$ cat src/rtl/axi_rd_arb_if.sv
// AXI4 read-channel bundle. PORTS > 1 widens the AR fields and the per-port
// valid/ready bits for the requester side; the R payload is always shared.
interface axi_rd_arb_if #(
    parameter int PORTS      = 1,
    parameter int ADDR_WIDTH = 32,
    parameter int DATA_WIDTH = 32,
    parameter int ID_WIDTH   = 8
);
    logic [PORTS*ID_WIDTH-1:0]   arid;
    logic [PORTS*ADDR_WIDTH-1:0] araddr;
    logic [PORTS*8-1:0]          arlen;
    logic [PORTS*3-1:0]          arsize;
    logic [PORTS*2-1:0]          arburst;
    logic [PORTS-1:0]            arlock;
    logic [PORTS*4-1:0]          arcache;
    logic [PORTS*3-1:0]          arprot;
    logic [PORTS*4-1:0]          arqos;
    logic [PORTS-1:0]            arvalid;
    logic [PORTS-1:0]            arready;

    logic [ID_WIDTH-1:0]         rid;
    logic [DATA_WIDTH-1:0]       rdata;
    logic [1:0]                  rresp;
    logic                        rlast;
    logic [PORTS-1:0]            rvalid;
    logic [PORTS-1:0]            rready;

    modport master (
        output arid, araddr, arlen, arsize, arburst, arlock, arcache, arprot, arqos,
        output arvalid, rready,
        input  arready, rid, rdata, rresp, rlast, rvalid
    );

    modport slave (
        input  arid, araddr, arlen, arsize, arburst, arlock, arcache, arprot, arqos,
        input  arvalid, rready,
        output arready, rid, rdata, rresp, rlast, rvalid
    );
endinterface

$ cat src/rtl/axi_rd_arb.sv
// Round-robin AXI4 read arbiter: S_COUNT requesters share one registered AR master port,
// R beats are steered back by the port index carried in the upper ID bits.
module axi_rd_arb #(
    parameter int S_COUNT         = 2,
    parameter int ADDR_WIDTH      = 32,
    parameter int DATA_WIDTH      = 32,
    parameter int ID_WIDTH        = 8,
    parameter int MAX_OUTSTANDING = 4
) (
    input  logic         clk,
    input  logic         rst_n,
    axi_rd_arb_if.slave  s_axi,
    axi_rd_arb_if.master m_axi
);
    localparam int SEL_W      = $clog2(S_COUNT);
    localparam int M_ID_WIDTH = ID_WIDTH + SEL_W;
    localparam int CNT_W      = $clog2(MAX_OUTSTANDING + 1);
    localparam logic [CNT_W-1:0] CNT_MAX = CNT_W'(MAX_OUTSTANDING);

    logic [SEL_W-1:0]      rr_ptr;
    logic [CNT_W-1:0]      cnt [S_COUNT];
    logic [S_COUNT-1:0]    eligible;
    logic                  slot_free;
    logic                  grant_valid;
    logic [SEL_W-1:0]      grant_idx;
    logic [SEL_W-1:0]      grant_next_ptr;

    logic [ID_WIDTH-1:0]   g_id;
    logic [ADDR_WIDTH-1:0] g_addr;
    logic [7:0]            g_len;
    logic [2:0]            g_size;
    logic [1:0]            g_burst;
    logic                  g_lock;
    logic [3:0]            g_cache;
    logic [2:0]            g_prot;
    logic [3:0]            g_qos;

    logic [SEL_W-1:0]      r_sel;
    logic                  r_sel_ok;
    logic                  r_done;

    always_comb begin
        for (int i = 0; i < S_COUNT; i++) begin
            eligible[i] = s_axi.arvalid[i] && (cnt[i] < CNT_MAX);
        end
    end

    // The output register can take a new AR when empty or when it drains this cycle.
    assign slot_free = !m_axi.arvalid || m_axi.arready;

    always_comb begin : arb_search
        int idx;
        idx         = 0;
        grant_valid = 1'b0;
        grant_idx   = '0;
        for (int k = 0; k < S_COUNT; k++) begin
            idx = int'(rr_ptr) + k;
            if (idx >= S_COUNT) begin
                idx = idx - S_COUNT;
            end
            if (rst_n && slot_free && !grant_valid && eligible[idx]) begin
                grant_valid = 1'b1;
                grant_idx   = SEL_W'(idx);
            end
        end
    end

    assign grant_next_ptr = (grant_idx == SEL_W'(S_COUNT - 1)) ? '0 : grant_idx + SEL_W'(1);

    always_comb begin
        s_axi.arready = '0;
        g_id    = '0;
        g_addr  = '0;
        g_len   = '0;
        g_size  = '0;
        g_burst = '0;
        g_lock  = 1'b0;
        g_cache = '0;
        g_prot  = '0;
        g_qos   = '0;
        for (int i = 0; i < S_COUNT; i++) begin
            if (grant_idx == SEL_W'(i)) begin
                s_axi.arready[i] = grant_valid;
                g_id    = s_axi.arid[i*ID_WIDTH +: ID_WIDTH];
                g_addr  = s_axi.araddr[i*ADDR_WIDTH +: ADDR_WIDTH];
                g_len   = s_axi.arlen[i*8 +: 8];
                g_size  = s_axi.arsize[i*3 +: 3];
                g_burst = s_axi.arburst[i*2 +: 2];
                g_lock  = s_axi.arlock[i];
                g_cache = s_axi.arcache[i*4 +: 4];
                g_prot  = s_axi.arprot[i*3 +: 3];
                g_qos   = s_axi.arqos[i*4 +: 4];
            end
        end
    end

    always_ff @(posedge clk or negedge rst_n) begin
        if (!rst_n) begin
            m_axi.arvalid <= 1'b0;
            m_axi.arid    <= '0;
            m_axi.araddr  <= '0;
            m_axi.arlen   <= '0;
            m_axi.arsize  <= '0;
            m_axi.arburst <= '0;
            m_axi.arlock  <= '0;
            m_axi.arcache <= '0;
            m_axi.arprot  <= '0;
            m_axi.arqos   <= '0;
            rr_ptr        <= '0;
        end else if (grant_valid) begin
            m_axi.arvalid <= 1'b1;
            m_axi.arid    <= {grant_idx, g_id};
            m_axi.araddr  <= g_addr;
            m_axi.arlen   <= g_len;
            m_axi.arsize  <= g_size;
            m_axi.arburst <= g_burst;
            m_axi.arlock  <= g_lock;
            m_axi.arcache <= g_cache;
            m_axi.arprot  <= g_prot;
            m_axi.arqos   <= g_qos;
            rr_ptr        <= grant_next_ptr;
        end else if (m_axi.arready) begin
            m_axi.arvalid <= 1'b0;
        end
    end

    assign r_sel = m_axi.rid[M_ID_WIDTH-1 -: SEL_W];

    // Index codes beyond S_COUNT only exist when S_COUNT is not a power of two.
    if ((1 << SEL_W) == S_COUNT) begin : g_sel_full
        assign r_sel_ok = 1'b1;
    end else begin : g_sel_partial
        assign r_sel_ok = (int'(r_sel) < S_COUNT);
    end

    assign s_axi.rid   = m_axi.rid[ID_WIDTH-1:0];
    assign s_axi.rdata = m_axi.rdata;
    assign s_axi.rresp = m_axi.rresp;
    assign s_axi.rlast = m_axi.rlast;

    // Unroutable beats are swallowed so a stray ID can never stall the read channel.
    always_comb begin
        s_axi.rvalid = '0;
        m_axi.rready = 1'b1;
        for (int i = 0; i < S_COUNT; i++) begin
            if (r_sel_ok && (r_sel == SEL_W'(i))) begin
                s_axi.rvalid[i] = m_axi.rvalid;
                m_axi.rready    = s_axi.rready[i];
            end
        end
    end

    assign r_done = m_axi.rvalid && m_axi.rready && m_axi.rlast && r_sel_ok;

    always_ff @(posedge clk or negedge rst_n) begin
        if (!rst_n) begin
            for (int i = 0; i < S_COUNT; i++) begin
                cnt[i] <= '0;
            end
        end else begin
            for (int i = 0; i < S_COUNT; i++) begin
                if (grant_valid && (grant_idx == SEL_W'(i))) begin
                    if (!(r_done && (r_sel == SEL_W'(i)))) begin
                        cnt[i] <= cnt[i] + CNT_W'(1);
                    end
                end else if (r_done && (r_sel == SEL_W'(i)) && (cnt[i] != '0)) begin
                    cnt[i] <= cnt[i] - CNT_W'(1);
                end
            end
        end
    end
endmodule

$ cat src/flat_wrapper.sv
// flat-port wrapper written by rule: the top's interface ports become plain ports
module axi_rd_arb_flat 
#(
    parameter int S_COUNT         = 2,
    parameter int ADDR_WIDTH      = 32,
    parameter int DATA_WIDTH      = 32,
    parameter int ID_WIDTH        = 8,
    parameter int MAX_OUTSTANDING = 4
)
  (clk, rst_n, s_axi_arid, s_axi_araddr, s_axi_arlen, s_axi_arsize, s_axi_arburst, s_axi_arlock, s_axi_arcache, s_axi_arprot, s_axi_arqos, s_axi_arvalid, s_axi_rready, s_axi_arready, s_axi_rid, s_axi_rdata, s_axi_rresp, s_axi_rlast, s_axi_rvalid, m_axi_arid, m_axi_araddr, m_axi_arlen, m_axi_arsize, m_axi_arburst, m_axi_arlock, m_axi_arcache, m_axi_arprot, m_axi_arqos, m_axi_arvalid, m_axi_rready, m_axi_arready, m_axi_rid, m_axi_rdata, m_axi_rresp, m_axi_rlast, m_axi_rvalid);
  axi_rd_arb_if #(.PORTS(2), .ADDR_WIDTH(ADDR_WIDTH), .DATA_WIDTH(DATA_WIDTH), .ID_WIDTH(ID_WIDTH)) s_axi_i ();
  axi_rd_arb_if #(.PORTS(1), .ADDR_WIDTH(ADDR_WIDTH), .DATA_WIDTH(DATA_WIDTH), .ID_WIDTH(ID_WIDTH)) m_axi_i ();
  input  logic clk;
  input  logic rst_n;
  input wire logic [$bits(s_axi_i.arid)-1:0] s_axi_arid;
  input wire logic [$bits(s_axi_i.araddr)-1:0] s_axi_araddr;
  input wire logic [$bits(s_axi_i.arlen)-1:0] s_axi_arlen;
  input wire logic [$bits(s_axi_i.arsize)-1:0] s_axi_arsize;
  input wire logic [$bits(s_axi_i.arburst)-1:0] s_axi_arburst;
  input wire logic [$bits(s_axi_i.arlock)-1:0] s_axi_arlock;
  input wire logic [$bits(s_axi_i.arcache)-1:0] s_axi_arcache;
  input wire logic [$bits(s_axi_i.arprot)-1:0] s_axi_arprot;
  input wire logic [$bits(s_axi_i.arqos)-1:0] s_axi_arqos;
  input wire logic [$bits(s_axi_i.arvalid)-1:0] s_axi_arvalid;
  input wire logic [$bits(s_axi_i.rready)-1:0] s_axi_rready;
  output wire logic [$bits(s_axi_i.arready)-1:0] s_axi_arready;
  output wire logic [$bits(s_axi_i.rid)-1:0] s_axi_rid;
  output wire logic [$bits(s_axi_i.rdata)-1:0] s_axi_rdata;
  output wire logic [$bits(s_axi_i.rresp)-1:0] s_axi_rresp;
  output wire logic [$bits(s_axi_i.rlast)-1:0] s_axi_rlast;
  output wire logic [$bits(s_axi_i.rvalid)-1:0] s_axi_rvalid;
  output wire logic [$bits(m_axi_i.arid)-1:0] m_axi_arid;
  output wire logic [$bits(m_axi_i.araddr)-1:0] m_axi_araddr;
  output wire logic [$bits(m_axi_i.arlen)-1:0] m_axi_arlen;
  output wire logic [$bits(m_axi_i.arsize)-1:0] m_axi_arsize;
  output wire logic [$bits(m_axi_i.arburst)-1:0] m_axi_arburst;
  output wire logic [$bits(m_axi_i.arlock)-1:0] m_axi_arlock;
  output wire logic [$bits(m_axi_i.arcache)-1:0] m_axi_arcache;
  output wire logic [$bits(m_axi_i.arprot)-1:0] m_axi_arprot;
  output wire logic [$bits(m_axi_i.arqos)-1:0] m_axi_arqos;
  output wire logic [$bits(m_axi_i.arvalid)-1:0] m_axi_arvalid;
  output wire logic [$bits(m_axi_i.rready)-1:0] m_axi_rready;
  input wire logic [$bits(m_axi_i.arready)-1:0] m_axi_arready;
  input wire logic [$bits(m_axi_i.rid)-1:0] m_axi_rid;
  input wire logic [$bits(m_axi_i.rdata)-1:0] m_axi_rdata;
  input wire logic [$bits(m_axi_i.rresp)-1:0] m_axi_rresp;
  input wire logic [$bits(m_axi_i.rlast)-1:0] m_axi_rlast;
  input wire logic [$bits(m_axi_i.rvalid)-1:0] m_axi_rvalid;
  assign s_axi_i.arid = s_axi_arid;
  assign s_axi_i.araddr = s_axi_araddr;
  assign s_axi_i.arlen = s_axi_arlen;
  assign s_axi_i.arsize = s_axi_arsize;
  assign s_axi_i.arburst = s_axi_arburst;
  assign s_axi_i.arlock = s_axi_arlock;
  assign s_axi_i.arcache = s_axi_arcache;
  assign s_axi_i.arprot = s_axi_arprot;
  assign s_axi_i.arqos = s_axi_arqos;
  assign s_axi_i.arvalid = s_axi_arvalid;
  assign s_axi_i.rready = s_axi_rready;
  assign s_axi_arready = s_axi_i.arready;
  assign s_axi_rid = s_axi_i.rid;
  assign s_axi_rdata = s_axi_i.rdata;
  assign s_axi_rresp = s_axi_i.rresp;
  assign s_axi_rlast = s_axi_i.rlast;
  assign s_axi_rvalid = s_axi_i.rvalid;
  assign m_axi_arid = m_axi_i.arid;
  assign m_axi_araddr = m_axi_i.araddr;
  assign m_axi_arlen = m_axi_i.arlen;
  assign m_axi_arsize = m_axi_i.arsize;
  assign m_axi_arburst = m_axi_i.arburst;
  assign m_axi_arlock = m_axi_i.arlock;
  assign m_axi_arcache = m_axi_i.arcache;
  assign m_axi_arprot = m_axi_i.arprot;
  assign m_axi_arqos = m_axi_i.arqos;
  assign m_axi_arvalid = m_axi_i.arvalid;
  assign m_axi_rready = m_axi_i.rready;
  assign m_axi_i.arready = m_axi_arready;
  assign m_axi_i.rid = m_axi_rid;
  assign m_axi_i.rdata = m_axi_rdata;
  assign m_axi_i.rresp = m_axi_rresp;
  assign m_axi_i.rlast = m_axi_rlast;
  assign m_axi_i.rvalid = m_axi_rvalid;
  axi_rd_arb #(.S_COUNT(S_COUNT), .ADDR_WIDTH(ADDR_WIDTH), .DATA_WIDTH(DATA_WIDTH), .ID_WIDTH(ID_WIDTH), .MAX_OUTSTANDING(MAX_OUTSTANDING)) u_core (.clk(clk), .rst_n(rst_n), .s_axi(s_axi_i), .m_axi(m_axi_i));
endmodule
$ cat config.mk
export PLATFORM = sky130hd
export DESIGN_NAME = axi_rd_arb_flat
export DESIGN_NICKNAME = d
export VERILOG_FILES = /design/src/rtl/axi_rd_arb_if.sv /design/src/rtl/axi_rd_arb.sv /design/src/flat_wrapper.sv
export SDC_FILE = /design/constraint.sdc
export NUM_CORES = 1
export LEC_CHECK = 0
export BUFFER_PORTS_ARGS = -buffer_cell sky130_fd_sc_hd__clkbuf_2
export CORE_AREA = 2 2 114 116
export CTS_CLUSTER_SIZE = 10
export DETAILED_ROUTE_END_ITERATION = 10
export DIE_AREA = 0 0 116 118
export PLACE_DENSITY = 0.68
export SLEW_MARGIN = 20
export SYNTH_ARGS = -nofsm -noshare
export SYNTH_HDL_FRONTEND = slang
export SYNTH_SLANG_ARGS = --single-unit
export TNS_END_PERCENT = 100
$ cat constraint.sdc
create_clock -name clk -period 2.4 [get_ports clk]
set_input_delay 0.36 -clock clk [delete_from_list [all_inputs] [get_ports clk]]
set_output_delay 0.36 -clock clk [all_outputs]
set_load 0.02 [all_outputs]
==> flow_summary.yaml <==
outcome:
  status: "finished clean"
critical_path:
  startpoint_type: "primary input"
  crit_chain: "dlygate4sd3_1 > buf_4 > nand2_1 > a211o_1 > inv_2 > clkbuf_2"
  crit_path_end_kind: "output port"
  crit_arrival_ps: 1710
  cp_max_fo: 8
  cpPeakStageDelay_ps: 540
  crit_type: "primary input to output port"
  cp_slowest_cell: "dlygate4sd3_1"
  crit_required_ps: 2040
sta:
  rsz0062_at_grt: "no"
  slew_headroom_pct: 53.70
  fin_crit_sh_pct: 86.23
  worst_pin_slew_ps: 694.5
  fin_setup_tns_ps: 0
  fin_skew_ps: 6.030
  final-max-slew-violation-count: 0
  finalCriticalPeriod_ps: 2070
  setup_viol: 0
  finalHoldViolCount: 0
  fmax_mhz: 483.2
  fin_ws_ps: 330.4
clock_network:
  cts_buffers: 9
  clk_pin_slew_worst_paths_ps: 60
  ctsHtreeMaxLevel: 3
  post_cts_resized: 0
  cts_tree: "built"
  cts_root_buf: "clkbuf_16"
  cts_setup_buffers: 0
  clock_sinks: 73
  clock_path_buffers: 2
  clk_latency_ps: 330
synthesis:
  syn_inst: 432
  synth_seq_cells: 73
  ys_seq_area_share_pct: 45.31
  syn_area_per_cell_sq_um: 9.332
  synth_top_cell_by_area: "dfrtp_1"
  netlist_area_sq_um: 4031
  synth.top_cell.area_share_pct: 45.31
  synth_warnings: 0
  ys_types: 26
  synth_area_leaders: "dfrtp_1 45%, a21oi_2 17%, buf_4 9.9%, a21oi_1 6.5%, nand2_1 6.4%"
layout:
  fin_cells: 759
  final_core_util_pct: 40.94
  final_layout_size_suffix_gt1_share_pct: 53.49
  layout.nets: 765
  n_antenna_cell: 0
  area_growth_pct: 26.07
  nFillCells: 1276
die:
  start_util_pct: 32.47
  rows: 41
  die_y_um: 118
  die-area_sq_um: 13690
  core_sq_um: 12410
  die_x_um: 116
  io_pins: 295
grt:
  first_global_vias: 3552
  grt-ovfl-total: 0
  grt_pass1_wl_um: 17070
  grtUsageTotal_pct: 15.86
  antenna_found_initial: 0
  grt_start_max_net_pins: 66
detailed_routing:
  drtAntennaViolNets: 0
  viasPerCell: 4.606
  wl_um: 10560
  drt-pass1-iter-count: 4
  vias: 3496
  wl_per_cell_um: 13.91
  post-route-drc-count: 0
  drt_iter0_drc: 135
placement:
  placed_cells: 742
  dp_hpwl_um: 7749
  port_buffers: 202
  post-place-ws_ps: 605.3
  place.gp.congestion: 0.7722
power:
  p_total_mw: 6.470
  power_density_nw_per_um2: 1273
  leakagePower_nw: 2.525
  pwr-share-seq_pct: 33.8
  switching_share_pct: 43.55
  irDropWorstVdd_mv: 0.4504
  combPwrFrac_pct: 47.1
  p_sw_mw: 2.818
  clockPowerShare_pct: 19.1
  power.internal_mw: 3.652
flow_run:
  maxCapViolations: 0
hold_path:
  hold_class: "primary input to flop"
[through the flow]
stage	instance area, sq um	hold slack [ps]
6_report	5082	239.0
5_1_grt	5082	223.8
4_1_cts	5082	217.2
3_5_place_dp	4797	182.1
3_3_place_gp	4797	179.5
2_1_floorplan	4035	64.41
[worst max-delay path, delay by kind of cell]
family	cells	cell delay (ps)
compound gates	1	290
buf+inv	4	970
simple gates	1	90
[flip-flops by register name (all words and copies together) (netlist names)]
name                  flops
u_core.m_axi.araddr      32
u_core.m_axi.arid         8
u_core.m_axi.arlen        8
u_core.cnt                6
u_core.m_axi.arcache      4
u_core.m_axi.arqos        4
u_core.m_axi.arprot       3
u_core.m_axi.arsize       3
u_core.m_axi.arburst      2
u_core.m_axi.arlock       1
u_core.m_axi.arvalid      1
u_core.rr_ptr             1
[routing by layer]
metal | share of wire (%) | global-route usage, % | vias to the layer above
li1 | - | - | 1670
met5 | 0 | 0 | -
met2 | 51 | 27.81 | 130
met3 | 6.3 | 3.913 | 18
met4 | 1.9 | 6.622 | 0
met1 | 41 | 18.12 | 1678
[power groups by stage]
stage / clock (mW) / combinational [mW] / sequential, mW
after floorplan: 0 / 1.61 / 2.82
after global placement: 0 / 3.01 / 2.17
after detailed placement: 0 / 3.09 / 2.21
after CTS: 1.29 / 3.09 / 2.19
after global routing: 1.35 / 3.35 / 2.26
final: 1.23 / 3.05 / 2.19
[cell families (layout without fill, tap and decap cells)]
logic type                 count (synthesis)  after routing  synth area share, %
AOI/OAI and AO/OA                        137            137                24.98
buffers and inverters                     75            229                14.21
other                                      2              3               0.1863
DFF                                       73             73                45.31
muxes                                      2              2               0.5586
adders and majority gates                  2              2               0.6206
xor gates and xnor gates                   2              2               0.4346
and+or+nand+nor                          139            139                13.69
[placed cells by master, fill, tap and decap left out, drive strengths merged]
master and n:
clkbuf 214, a21oi 130, dfrtp 73, nand2 69, nor2 66, buf 10, conb 3, clkinv 3
a21o 2, mux2 2, ha 2, nand2b 2, nor2b 2, o21ai 1, a211o 1, inv 1
o21a 1, o211ai 1, o211a 1, xor2 1, xnor2 1, dlygate4sd3 1
[synth_stat cells]
cell,number
buf_2,11
a21o_1,2
conb_1,2
ha_1,2
a21oi_2,78
o211a_1,1
buf_4,53
a211o_1,1
buf_6,9
o211ai_2,1
dfrtp_1,73
nor2_1,65
a21oi_1,52
nor2b_4,1
inv_2,1
nor2_2,1
o21a_2,1
nand2b_1,1
o21ai_2,1
xor2_1,1
nor2b_2,1
nand2_1,69
buf_8,1
mux2_2,2
xnor2_1,1
nand2b_4,1
[layout make-up]
cell class	count	area, sq um	area share, %
clock inverters	3	15.01	0.2954
clock buffers	13	260.3	5.121
repair buffers	212	1104	21.71
flip-flops and latches	73	1827	35.94
well taps	172	215.2	4.234
inverters	1	3.754	0.07386
multi-input cells	285	1658	32.62
[repair_timing]
| item | 4_1_cts | 5_1_grt |
|---|---|---|
| setup endpoints to repair | 0 | 0 |
| hold buffers | 1 | 0 |
| endpoints found under the hold margin | 3 | 0 |
[worst paths after layout]
check	end	startpoint	depth (start not counted)	slack, ps
max in group asynchronous	u_core.m_axi.arqos[3]	rst_n	3	1260
min in group asynchronous	u_core.cnt[5]	rst_n	2	400
worst max register to register	u_core.m_axi.araddr[22]	u_core.cnt[2]	5	660
worst max-delay path	s_axi_arready[0]	rst_n	6	330
worst min register to register	u_core.cnt[0]	u_core.cnt[0]	1	470
worst min-delay path	u_core.m_axi.araddr[19]	s_axi_araddr[19]	3	240
Note: power is estimated with default switching activity, not from simulation.
